==> src/rtl/divider_pkg.sv <==
// divider_pkg: shared types and helpers for the pipelined restoring divider.
// Signed-mode helpers are used only when DIVIDER_SIGNED_EN is defined.
package divider_pkg;

   // Widest operand the helpers handle; callers cast in and truncate out.
   localparam int unsigned MAXW = 64;

   typedef logic [MAXW-1:0] word_t;

   // Per-stage control payload; the data fields ride alongside as vectors
   // whose widths come from the instantiating module's parameters.
   typedef struct packed {
      logic vld;    // stage holds a live transaction
      logic zero;   // divisor was zero at the input
      logic neg_q;  // quotient must be negated at the output
      logic neg_r;  // remainder must be negated at the output
   } stage_ctl_t;

   // Quotient fill used for divide-by-zero results (all ones).
   function automatic word_t zero_fill();
      return '1;
   endfunction

   // Two's complement negation; low bits are correct for any truncation.
   function automatic word_t negate(input word_t v);
      return ~v + word_t'(1);
   endfunction

   // Magnitude of a value whose sign bit is supplied by the caller.
   function automatic word_t abs_val(input word_t v, input logic neg);
      return neg ? negate(v) : v;
   endfunction

endpackage

==> src/rtl/divider_stage.sv <==
// divider_stage: one restoring-division step followed by its pipeline
// register. Holds all state while stall_i is high.
module divider_stage
   import divider_pkg::*;
#(
   parameter int unsigned N  = 8,
   parameter int unsigned M  = 4,
   parameter int unsigned TW = 4
)
(
   input  logic          clk,
   input  logic          rst_n,
   input  logic          stall_i,
   input  stage_ctl_t    ctl_i,
   input  logic [M-1:0]  rem_i,
   input  logic [N-1:0]  qd_i,
   input  logic [M-1:0]  dsr_i,
   input  logic [TW-1:0] tag_i,
   output stage_ctl_t    ctl_o,
   output logic [M-1:0]  rem_o,
   output logic [N-1:0]  qd_o,
   output logic [M-1:0]  dsr_o,
   output logic [TW-1:0] tag_o
);

   // qd holds the unconsumed dividend bits in its upper part and the
   // quotient bits resolved so far in its lower part.
   stage_ctl_t    ctl_q;
   logic [M-1:0]  rem_q, rem_d;
   logic [N-1:0]  qd_q, qd_d;
   logic [M-1:0]  dsr_q;
   logic [TW-1:0] tag_q;
   logic [M:0]    rem_sh;
   logic          qbit;

   // Restoring step: shift in the next dividend bit, subtract if it fits.
   always_comb begin
      rem_sh = {rem_i, qd_i[N-1]};
      qbit   = (rem_sh >= {1'b0, dsr_i});
      rem_d  = M'(qbit ? (rem_sh - {1'b0, dsr_i}) : rem_sh);
      qd_d   = {qd_i[N-2:0], qbit};
   end

   // Stage register; everything freezes together on a global stall.
   always_ff @(posedge clk or negedge rst_n) begin
      if (!rst_n) begin
         ctl_q <= '0;
         rem_q <= '0;
         qd_q  <= '0;
         dsr_q <= '0;
         tag_q <= '0;
      end else if (!stall_i) begin
         ctl_q <= ctl_i;
         rem_q <= rem_d;
         qd_q  <= qd_d;
         dsr_q <= dsr_i;
         tag_q <= tag_i;
      end
   end

   assign ctl_o = ctl_q;
   assign rem_o = rem_q;
   assign qd_o  = qd_q;
   assign dsr_o = dsr_q;
   assign tag_o = tag_q;

endmodule

==> src/rtl/divider_pipe.sv <==
// divider_pipe: N-stage pipelined restoring divider with valid/ready flow
// control and tag pass-through. Define DIVIDER_SIGNED_EN to add the sign_i
// port and two's complement operation (magnitude core + output correction).
module divider_pipe
   import divider_pkg::*;
#(
   parameter int unsigned N  = 8,
   parameter int unsigned M  = 4,
   parameter int unsigned TW = 4
)
(
   input  logic          clk,
   input  logic          rst_n,
   input  logic          data_rdy,
   output logic          in_ready,
   input  logic [N-1:0]  dividend,
   input  logic [M-1:0]  divisor,
   input  logic [TW-1:0] tag_in,
`ifdef DIVIDER_SIGNED_EN
   input  logic          sign_i,
`endif
   output logic          rdy,
   input  logic          out_ready,
   output logic [N-1:0]  merchant,
   output logic [M-1:0]  remainder,
   output logic          div_zero,
   output logic [TW-1:0] tag_out
);

   stage_ctl_t    ctl_in;
   logic [N-1:0]  qd_in;
   logic [M-1:0]  dsr_in;
   logic          stall;

   // Outputs of stage i live at index i; the last index feeds the ports.
   stage_ctl_t    ctl_s [N];
   logic [M-1:0]  rem_s [N];
   logic [N-1:0]  qd_s  [N];
   logic [M-1:0]  dsr_s [N];
   logic [TW-1:0] tag_s [N];

   // Input conditioning: zero detect and, in signed mode, operand magnitudes.
   // A zero divisor always passes the raw dividend so the remainder comes
   // back as the original low bits.
   always_comb begin
      ctl_in      = '0;
      ctl_in.vld  = data_rdy;
      ctl_in.zero = (divisor == '0);
      qd_in       = dividend;
      dsr_in      = divisor;
`ifdef DIVIDER_SIGNED_EN
      if (sign_i && (divisor != '0)) begin
         ctl_in.neg_q = dividend[N-1] ^ divisor[M-1];
         ctl_in.neg_r = dividend[N-1];
         qd_in        = N'(abs_val(word_t'(dividend), dividend[N-1]));
         dsr_in       = M'(abs_val(word_t'(divisor), divisor[M-1]));
      end
`endif
   end

   assign stall    = ctl_s[N-1].vld && !out_ready;
   assign in_ready = !stall;

   for (genvar i = 0; i < N; i++) begin : g_stage
      stage_ctl_t    c_i;
      logic [M-1:0]  r_i;
      logic [N-1:0]  q_i;
      logic [M-1:0]  d_i;
      logic [TW-1:0] t_i;

      if (i == 0) begin : g_src_in
         assign c_i = ctl_in;
         assign r_i = '0;
         assign q_i = qd_in;
         assign d_i = dsr_in;
         assign t_i = tag_in;
      end else begin : g_src_prev
         assign c_i = ctl_s[i-1];
         assign r_i = rem_s[i-1];
         assign q_i = qd_s[i-1];
         assign d_i = dsr_s[i-1];
         assign t_i = tag_s[i-1];
      end

      divider_stage #(.N(N), .M(M), .TW(TW)) u_stage (
         .clk     (clk),
         .rst_n   (rst_n),
         .stall_i (stall),
         .ctl_i   (c_i),
         .rem_i   (r_i),
         .qd_i    (q_i),
         .dsr_i   (d_i),
         .tag_i   (t_i),
         .ctl_o   (ctl_s[i]),
         .rem_o   (rem_s[i]),
         .qd_o    (qd_s[i]),
         .dsr_o   (dsr_s[i]),
         .tag_o   (tag_s[i])
      );
   end

   assign rdy      = ctl_s[N-1].vld;
   assign div_zero = ctl_s[N-1].zero;
   assign tag_out  = tag_s[N-1];

   // Final correction: sign fix-up in signed mode and divide-by-zero fill.
   always_comb begin
      merchant  = qd_s[N-1];
      remainder = rem_s[N-1];
`ifdef DIVIDER_SIGNED_EN
      if (ctl_s[N-1].neg_q) merchant  = N'(negate(word_t'(qd_s[N-1])));
      if (ctl_s[N-1].neg_r) remainder = M'(negate(word_t'(rem_s[N-1])));
`endif
      if (ctl_s[N-1].zero) merchant = N'(zero_fill());
   end

endmodule
==> config.mk <==
export PLATFORM = sky130hd
export DESIGN_NAME = divider_pipe
export DESIGN_NICKNAME = d
export VERILOG_FILES = /design/src/rtl/divider_pkg.sv /design/src/rtl/divider_stage.sv /design/src/rtl/divider_pipe.sv
export SDC_FILE = /design/constraint.sdc
export NUM_CORES = 1
export LEC_CHECK = 0
export CORE_MARGIN = 3
export CORE_UTILIZATION = 30
export CTS_BUF_LIST = sky130_fd_sc_hd__clkbuf_8
export CTS_CLUSTER_SIZE = 16
export DETAILED_ROUTE_END_ITERATION = 10
export PLACE_DENSITY = 0.42
export SYNTH_ARGS = -nofsm -noshare
export SYNTH_HDL_FRONTEND = slang
export SYNTH_SLANG_ARGS = --single-unit
==> constraint.sdc <==
create_clock -name clk -period 1.95 [get_ports clk]
set_input_delay 0.2925 -clock clk [delete_from_list [all_inputs] [get_ports clk]]
set_output_delay 0.2925 -clock clk [all_outputs]
set_load 0.01 [all_outputs]
==> results of run 1 <==
-- flip-flops by register name, indices dropped and copies added (netlist names) --
register and cells:
g_stage.u_stage.qd_o 64, g_stage.u_stage.rem_o 32, g_stage.u_stage.tag_o 32, g_stage.u_stage.dsr_o 28, g_stage.u_stage.ctl_o 16
-- how the worst max path moves through the flow --
stage	startpoint	endpoint	cells past startpoint
6_report	g_stage[7].u_stage.ctl_o[2]$_DFFE_PN0N_	merchant[7]	2
5_1_grt	g_stage[7].u_stage.ctl_o[2]$_DFFE_PN0N_	merchant[7]	2
4_1_cts	g_stage[7].u_stage.ctl_o[2]$_DFFE_PN0N_	div_zero	2
3_5_place_dp	dividend[7]	g_stage[0].u_stage.rem_o[0]$_DFFE_PN0N_	7
3_3_place_gp	dividend[7]	g_stage[0].u_stage.rem_o[0]$_DFFE_PN0N_	7
2_1_floorplan	g_stage[2].u_stage.dsr_o[1]$_DFFE_PN0N_	g_stage[3].u_stage.rem_o[2]$_DFFE_PN0N_	5
-- stage by stage --
stage / setup slack [ns] / total power [mW] / utilization [%] / hold slack, ns / TNS, ns
6_report: 0.108 / 15.3 / 36.0 / 0.272 / 0
5_1_grt: 0.000173 / 16.9 / 36.0 / 0.259 / 0
4_1_cts: 0.00221 / 15.6 / 36.0 / 0.266 / 0
3_5_place_dp: -0.00567 / 13.1 / 34.4 / 0.205 / -0.00567
3_3_place_gp: 0.0313 / 13.0 / 34.4 / 0.203 / 0
2_1_floorplan: 0.381 / 10.8 / - / -0.00309 / 0
-- cell families (layout without fill, tap and decap cells) --
logic type / count (synthesis) / count (layout) / synth area share (%)
AOI/OAI and AO/OA: 120 / 120 / 9.83
muxes: 2 / 2 / 0.273
and+or+nand+nor: 448 / 448 / 23.1
DFF: 172 / 172 / 55.3
adders and majority gates: 37 / 37 / 6.62
buffers and inverters: 78 / 131 / 4.08
xor gates and xnor gates: 7 / 7 / 0.787
-- synth_stat cells, types with 4 or more instances --
master,n
a21oi_1,18
xnor2_1,7
a31oi_1,9
clkbuf_1,16
o31ai_1,9
o21ai_1,10
nand2b_1,8
o32ai_1,4
or3b_1,7
o211a_1,8
o31a_1,4
a311oi_1,8
inv_1,38
nor3_1,4
fa_1,7
ha_1,30
nand2_1,353
nor2_1,53
or2_2,10
nand4_1,6
buf_2,20
dfrtp_1,172
o21ai_0,39
-- power groups by stage --
stage / logic, mW / clock network, mW / registers, mW
6_report: 6.77 / 2.52 / 6.00
3_5_place_dp: 6.96 / 0 / 6.11
3_3_place_gp: 6.89 / 0 / 6.07
5_1_grt: 7.88 / 2.79 / 6.21
2_1_floorplan: 4.90 / 0 / 5.89
4_1_cts: 6.94 / 2.64 / 6.03
-- final cells by class --
cell class	count	area (µm²)	share of cell area (%)
inverter	39	151	1.66
tap	330	413	4.53
clock buffer	19	262	2.87
sequential	172	4310	47.2
timing repair buffer	60	672	7.37
clock inverter	13	133	1.46
multi-input combinational	614	3180	34.9
-- metal layers --
layer / global-route usage, % / up-vias
met5: 0 / -
met4: 3.91 / 0
met3: 2.69 / 21
met2: 19.0 / 59
met1: 16.5 / 2544
li1: - / 2888
-- timing repair --
item                       in CTS  in global routing
gates resized for setup         9                  2
setup endpoints to repair       9                  2
hold endpoints to repair       25                  0
buffers inserted                1                  0
pin swaps                       0                  0
hold buffers                    1                  0
==> impl_metrics.csv, run 1 <==
group,metric,value,unit
sta,worstMarginPinSlew,0.438,ns
setup_path,crit_required,1.66,ns
sta,post-route-period-util,94.5,%
clocking,clk_pin_slew_worst_paths,0.10,ns
route,drc_errors,0,
route,dr.pass1.iters,6,
logic_synthesis,ys_seq_area_share,55.3,%
route,detail-route-antenna-nets,0,
hold_path,hold_class,"in -> async",
route,wirelength,16100,µm
logic_synthesis,synth_nets,921,
power,cellPowerDensity,1680,nW/µm²
sta,hold_violations,0,
setup_path,max_stage_delay,0.49,ns
floorplan,die_area,27900,µm²
final_layout,final_cell_mix,"353 x nand2_1, 171 x dfrtp_1, 53 x nor2_1",
setup_path,regToRegStartpoint,"g_stage[0].u_stage.rem_o[1]$_DFFE_PN0N_",
placed_design,portBuffers,38,
final_layout,nets,961,
logic_synthesis,avgSynthCellArea,9.01,µm²
logic_synthesis,synthFlopType,"dfrtp_1",
global_routing,overflow,0,
clocking,numCtsBuffers,17,
route,via_count,5512,
global_routing,grt_pass1_wl,27800,µm
sta,setup_violations,0,
clocking,cts_tree,"built",
clocking,clockRootBuffer,"clkbuf_8",
placed_design,dp_cells,1213,
clocking,clk_path_buf_depth,2,
power,p_leak,4.49,nW
sta,grt_setup_unrepaired,"false",
final_layout,mostFrequentLayoutCell,"nand2_1",
sta,min_period,1.84,ns
route,wl_met2,7230,µm
logic_synthesis,ys_ff_latch,172,
logic_synthesis,synth_top_area_share,55.3,%
floorplan,fp.dieH,167,µm
clocking,cts.sinks,172,
final_layout,area_growth,17.0,%
setup_path,r2r_cells,5,
global_routing,grt_max_degree,64,
power,peakVddDrop,0.559,mV
global_routing,grt_pass1_vias,5554,
route,drt-met1-wl,8240,µm
sta,maxSlewHeadroom,70.8,%
placed_design,dp_hpwl,10700,µm
sta,skew,0.0195,ns
clocking,htreeDepth,4,
setup_path,rrSetupSlack,0.19,ns
logic_synthesis,synth_cell_types,37,
placed_design,place.gp.congestion,0.746,
final_layout,antennaDiodeCount,0,
outcome,status,"finished, final reports clean",
power,p_seq_share,39.3,%
setup_path,worst_setup_path_start_kind,"flip-flop",
logic_synthesis,netlist_area,7790,µm²
placed_design,place_area,8710,µm²
floorplan,die_w,167,µm
power,pwr-share-comb,44.3,%
setup_path,r2r_end,"g_stage[1].u_stage.rem_o[1]$_DFFE_PN0N_",
floorplan,boundaryPins,39,
floorplan,start_util,30.7,%
route,top_layer_used,"met4",
route,via_per_inst,4.42,
route,avgRoutedWirePerCell,12.9,µm
setup_path,worstSetupPathType,"reg -> out",
logic_synthesis,synth_area_leaders,"dfrtp_1 55%, nand2_1 17%, ha_1 4.8%",
setup_path,slowest_stage,"dfrtp_2",
sta,slew_viol_final,0,
sta,max_freq,543,MHz
route,drtIter0Drc,295,
floorplan,fp-row-count,58,
power,clkPwrFrac,16.5,%
logic_synthesis,synthArstFlopShare,100,%
floorplan,core-area,25300,µm²
route,met3WireLength,389,µm
logic_synthesis,synthesis.instances,864,
power,switching_share,39.3,%
setup_path,path_cells,"or2_2, dlygate4sd2_1",
setup_path,worstPathArrival,1.55,ns
final_layout,n_fill_cell,2684,
global_routing,track_usage,12.0,%
global_routing,grt_antenna_before_repair,0,
setup_path,cp_num_buf_inv,1,
logic_synthesis,synth-edff-count,0,
setup_path,cp_top_family,"flip-flops",
logic_synthesis,ys_warn_count,0,
job,cap_violations,0,
logic_synthesis,synth_top_area_cell,"dfrtp_1",
final_layout,fin_cells,1247,
setup_path,cp_max_fo,10,
power,internal-power,9.27,mW
power,p_switching,6.01,mW
final_layout,drive_above_1_share,7.74,%
final_layout,final_area,9110,µm²
clocking,clkLatencyLatePin,0.46,ns
setup_path,cp-end-kind,"primary output",
No activity file was read; power rests on OpenSTA's default activity.
==> run 2: changes to the inputs <==
--- a/config.mk
+++ b/config.mk
@@ -10,7 +10,8 @@
 export CTS_BUF_LIST = sky130_fd_sc_hd__clkbuf_8
 export CTS_CLUSTER_SIZE = 16
 export DETAILED_ROUTE_END_ITERATION = 10
-export PLACE_DENSITY = 0.42
+export PLACE_DENSITY = 0.41
 export SYNTH_ARGS = -nofsm -noshare
 export SYNTH_HDL_FRONTEND = slang
+export SYNTH_HIERARCHICAL = 1
 export SYNTH_SLANG_ARGS = --single-unit
==> impl_metrics.csv, run 2 <==
group,metric,value,unit
final_layout,antennaDiodeCount,0,
logic_synthesis,avgSynthCellArea,12.4,µm²
global_routing,grt_pass1_wl,27100,µm
global_routing,track_usage,11.4,%
placed_design,dp_hpwl,11300,µm
hold_path,hold_class,"in -> async",
sta,slew_viol_final,0,
route,via_count,5091,
final_layout,largest_register_ffs,64,
clocking,post-cts-setup-buffer-count,0,
clocking,htreeDepth,4,
setup_path,rrSetupSlack,0.31,ns
setup_path,cp_max_fo,4,
sta,max_freq,564,MHz
logic_synthesis,netlist_area,8120,µm²
clocking,cts_tree,"built",
clocking,clk_pin_slew_worst_paths,0.10,ns
route,drtIter0Drc,214,
floorplan,die_area,29100,µm²
final_layout,final_cell_mix,"171 x dfrtp_1, 99 x mux2_2, 49 x inv_1",
setup_path,worstSetupPathType,"reg -> out",
setup_path,crit_required,1.66,ns
clocking,clockRootBuffer,"clkbuf_8",
placed_design,place.gp.congestion,0.838,
logic_synthesis,ys_warn_count,6,
route,via_per_inst,4.79,
route,dr.pass1.iters,4,
floorplan,start_util,30.8,%
clocking,clk_path_buf_depth,2,
setup_path,cp-startpoint,"g_stage[7].u_stage/ctl_o[3]$_DFFE_PN0N_",
final_layout,nets,775,
setup_path,worstPathArrival,1.48,ns
floorplan,core-area,26400,µm²
route,detail-route-antenna-nets,0,
power,fin_total_pwr,16.6,mW
setup_path,regToRegStartpoint,"g_stage[0].u_stage/rem_o[1]$_DFFE_PN0N_",
global_routing,grt_pass1_vias,5457,
placed_design,portBuffers,38,
final_layout,mostFrequentLayoutCell,"dfrtp_1",
power,peakVddDrop,0.427,mV
floorplan,boundaryPins,39,
clocking,numCtsBuffers,17,
route,avgRoutedWirePerCell,14.7,µm
floorplan,die_w,171,µm
route,wirelength,15600,µm
setup_path,cp-end-kind,"primary output",
sta,post-route-period-util,91.0,%
logic_synthesis,synthesis.instances,657,
route,drc_errors,0,
sta,hold_violations,0,
sta,setup_slack,0.176,ns
setup_path,worst_setup_path_start_kind,"flip-flop",
final_layout,drive_above_1_share,24.2,%
sta,setup_violations,0,
final_layout,area_growth,16.5,%
power,p_leak,3.92,nW
global_routing,grt_antenna_before_repair,0,
placed_design,place_area,9080,µm²
sta,min_period,1.77,ns
global_routing,overflow,0,
final_layout,final_area,9460,µm²
setup_path,critPathCapture,"in_ready",
floorplan,fp.dieH,171,µm
job,cap_violations,0,
final_layout,final_util,35.9,%
floorplan,fp-row-count,59,
global_routing,grt_max_degree,66,
power,cellPowerDensity,1750,nW/µm²
sta,grt_setup_unrepaired,"false",
placed_design,preCtsSetupSlack,-0.0661,ns
setup_path,r2r_cells,5,
sta,skew,0.0111,ns
outcome,status,"finished, final reports clean",
clocking,cts.sinks,172,
clocking,clkLatencyLatePin,0.45,ns
setup_path,r2r_end,"g_stage[1].u_stage/rem_o[0]$_DFFE_PN0N_",
run 2: worst min path at each step:
stage,startpoint,cells past startpoint,endpoint,slack (ns)
after detailed placement,rst_n,1,g_stage[6].u_stage/tag_o[2]$_DFFE_PN0N_,0.28
after floorplan,rst_n,0,g_stage[0].u_stage/ctl_o[2]$_DFFE_PN0N_,-0.003
final,rst_n,2,g_stage[6].u_stage/tag_o[2]$_DFFE_PN0N_,0.33
after CTS,rst_n,2,g_stage[6].u_stage/tag_o[2]$_DFFE_PN0N_,0.33
after global placement,rst_n,1,g_stage[5].u_stage/tag_o[2]$_DFFE_PN0N_,0.28
after global routing,rst_n,2,g_stage[6].u_stage/tag_o[2]$_DFFE_PN0N_,0.33
run 2: power by group:
group | internal (mW) | switching [mW] | total, mW
clock | 1.02 | 1.38 | 2.40
sequential | 5.23 | 1.02 | 6.24
combinational | 4.10 | 3.82 | 7.92
run 2: area by class of cell:
| cell class | count | area, µm² |
|---|---|---|
| clock inverter | 12 | 101 |
| sequential | 172 | 4310 |
| timing repair buffer | 57 | 642 |
| multi-input combinational | 419 | 3540 |
| clock buffer | 20 | 275 |
| inverter | 48 | 180 |
| tap | 335 | 419 |
| fill | 2578 | 16900 |
run 2: routing by layer:
layer | track usage (%) | wire length [µm] | vias up
met5 | 0 | 0 | -
met4 | 3.39 | 196 | 0
met3 | 2.82 | 469 | 15
met2 | 18.6 | 7290 | 73
met1 | 15.1 | 7620 | 2547
li1 | - | - | 2456
run 2: timing repair:
item,4_1_cts,5_1_grt
gates resized for setup,9,0
endpoints found under the setup margin,8,0
endpoints found under the hold margin,44,0
hold buffers,1,0
run 2: stage by stage:
step           instances  setup TNS (ns)  hold slack, ns
6_report            1063               0           0.330
5_1_grt             1063               0           0.333
4_1_cts             1063               0           0.325
3_5_place_dp        1030          -0.122           0.281
3_3_place_gp        1030         -0.0168           0.277
2_1_floorplan        663               0        -0.00309
run 2: critical path, cell delays in order (launching register included):
cell and delay, ns:
dfrtp_1 0.42, nand2b_1 0.08, clkdlybuf4s50_1 0.53
==> run 3: changes to the inputs <==
--- a/config.mk
+++ b/config.mk
@@ -5,12 +5,14 @@
 export SDC_FILE = /design/constraint.sdc
 export NUM_CORES = 1
 export LEC_CHECK = 0
+export CORE_ASPECT_RATIO = 1.4
 export CORE_MARGIN = 3
 export CORE_UTILIZATION = 30
 export CTS_BUF_LIST = sky130_fd_sc_hd__clkbuf_8
 export CTS_CLUSTER_SIZE = 16
 export DETAILED_ROUTE_END_ITERATION = 10
 export PLACE_DENSITY = 0.41
+export REMOVE_ABC_BUFFERS = 1
 export SYNTH_ARGS = -nofsm -noshare
 export SYNTH_HDL_FRONTEND = slang
 export SYNTH_HIERARCHICAL = 1
==> impl_metrics.csv, run 3 (synthesized netlist as in run 2, its figures left out) <==
group,metric,value,unit
outcome,status,"finished, final reports clean",
power,internal-power,10.2,mW
sta,min_period,1.78,ns
clocking,clockRootBuffer,"clkbuf_8",
final_layout,final_cell_mix,"171 x dfrtp_1, 99 x mux2_2, 51 x inv_1",
setup_path,max_stage_delay,0.57,ns
placed_design,dp_hpwl,11200,µm
clocking,cts.sinks,172,
global_routing,track_usage,11.0,%
route,drtIter0Drc,144,
setup_path,cp_num_buf_inv,1,
clocking,numCtsBuffers,17,
global_routing,grt_max_degree,53,
final_layout,largest_register_ffs,64,
setup_path,worst_setup_path_start_kind,"flip-flop",
clocking,clkLatencyLatePin,0.46,ns
route,via_count,5073,
sta,max_freq,561,MHz
power,cellPowerDensity,1720,nW/µm²
clocking,post-cts-setup-buffer-count,0,
final_layout,antennaDiodeCount,0,
power,pwr-share-comb,48.8,%
setup_path,cp_max_fo,10,
final_layout,final_area,9450,µm²
power,p_seq_share,38.0,%
power,clkPwrFrac,13.2,%
power,p_switching,6.00,mW
floorplan,start_util,30.8,%
setup_path,cp-end-kind,"primary output",
setup_path,slowest_stage,"clkdlybuf4s50_1",
setup_path,worstPathArrival,1.49,ns
setup_path,worstSetupPathType,"reg -> out",
final_layout,drive_above_1_share,23.9,%
setup_path,r2r_end,"g_stage[4].u_stage/rem_o[1]$_DFFE_PN0N_",
route,via_per_inst,4.66,
power,p_leak,3.92,nW
floorplan,core-area,26400,µm²
final_layout,multi_input_area,3540,µm²
power,switching_share,37.0,%
global_routing,grt_pass1_vias,5417,
sta,finalSetupTns,0,ns
global_routing,overflow,0,
route,dr.pass1.iters,5,
clocking,htreeDepth,4,
final_layout,area_growth,16.3,%
floorplan,fp.dieH,201,µm
placed_design,portBuffers,38,
clocking,cts_tree,"built",
route,drc_errors,0,
setup_path,crit_required,1.66,ns
final_layout,nets,777,
floorplan,die_area,29100,µm²
setup_path,r2r_cells,5,
global_routing,grt_antenna_before_repair,0,
setup_path,path_cells,"clkdlybuf4s50_1",
route,detail-route-antenna-nets,0,
power,peakVddDrop,0.492,mV
floorplan,die_w,145,µm
floorplan,boundaryPins,39,
hold_path,hold_class,"in -> async",
final_layout,mostFrequentLayoutCell,"dfrtp_1",
final_layout,n_fill_cell,2651,
global_routing,grt_pass1_wl,26200,µm
job,cap_violations,0,
clocking,clk_pin_slew_worst_paths,0.09,ns
sta,post-route-period-util,91.4,%
route,avgRoutedWirePerCell,14.1,µm
sta,slew_viol_final,0,
sta,hold_violations,0,
route,wirelength,15300,µm
floorplan,fp-row-count,70,
clocking,clk_path_buf_depth,2,
final_layout,seqCellArea,4310,µm²
setup_path,cp_top_family,"buffers and inverters",
setup_path,regToRegStartpoint,"g_stage[3].u_stage/rem_o[1]$_DFFE_PN0N_",
sta,skew,0.0126,ns
setup_path,rrSetupSlack,0.33,ns
sta,grt_setup_unrepaired,"false",
placed_design,place_area,9130,µm²
placed_design,place.gp.congestion,0.844,
power,fin_total_pwr,16.2,mW
sta,setup_violations,0,
## run 3: area by class of cell
type / instances / share of cell area, %
clock inverters: 11 / 0.609
multi-input cells: 419 / 37.5
flip-flops and latches: 172 / 45.6
well taps: 360 / 4.77
repair buffers: 59 / 6.95
inverters: 48 / 1.91
clock buffers: 19 / 2.77
## run 3: repair_timing
item	in CTS	in global routing
setup endpoints to repair	8	0
hold endpoints to repair	31	0
gates resized for setup	9	0
hold buffers	1	0
## run 3: stage by stage
step,hold slack [ns],utilization (%),std cells,setup slack [ns]
CTS,0.288,35.9,1088,0.115
detailed placement,0.234,34.6,1057,-0.0112
floorplan,-0.00309,-,639,-7.60
finish,0.303,35.9,1088,0.167
global placement,0.229,34.6,1057,0.0374
global route,0.295,35.9,1088,0.0712
## run 3: how the worst max path moves through the flow
stage	depth (start not counted)	start	endpoint
after floorplan	3	g_stage[7].u_stage/ctl_o[3]$_DFFE_PN0N_	g_stage[0].u_stage/rem_o[1]$_DFFE_PN0N_
after global placement	7	divisor[2]	g_stage[0].u_stage/rem_o[0]$_DFFE_PN0N_
after detailed placement	7	divisor[2]	g_stage[0].u_stage/rem_o[0]$_DFFE_PN0N_
after CTS	1	g_stage[7].u_stage/ctl_o[2]$_DFFE_PN0N_	div_zero
after global routing	1	g_stage[7].u_stage/ctl_o[2]$_DFFE_PN0N_	div_zero
final	1	g_stage[7].u_stage/ctl_o[2]$_DFFE_PN0N_	div_zero
## run 3: power by group through the flow
stage	registers [mW]	clock network, mW	logic (mW)
floorplan	5.73	0	5.31
global placement	6.25	0	7.89
detailed placement	6.30	0	8.06
CTS	6.22	2.26	8.04
global route	6.43	2.42	8.87
finish	6.17	2.13	7.92
## run 3: metal layers
layer / part of all wire, % / vias to the layer above / GRT usage, %
met5: 0 / - / 0
met4: 1.6 / 0 / 4.51
met3: 2.2 / 17 / 2.53
met2: 54 / 51 / 20.1
met1: 42 / 2547 / 12.4
li1: - / 2458 / -
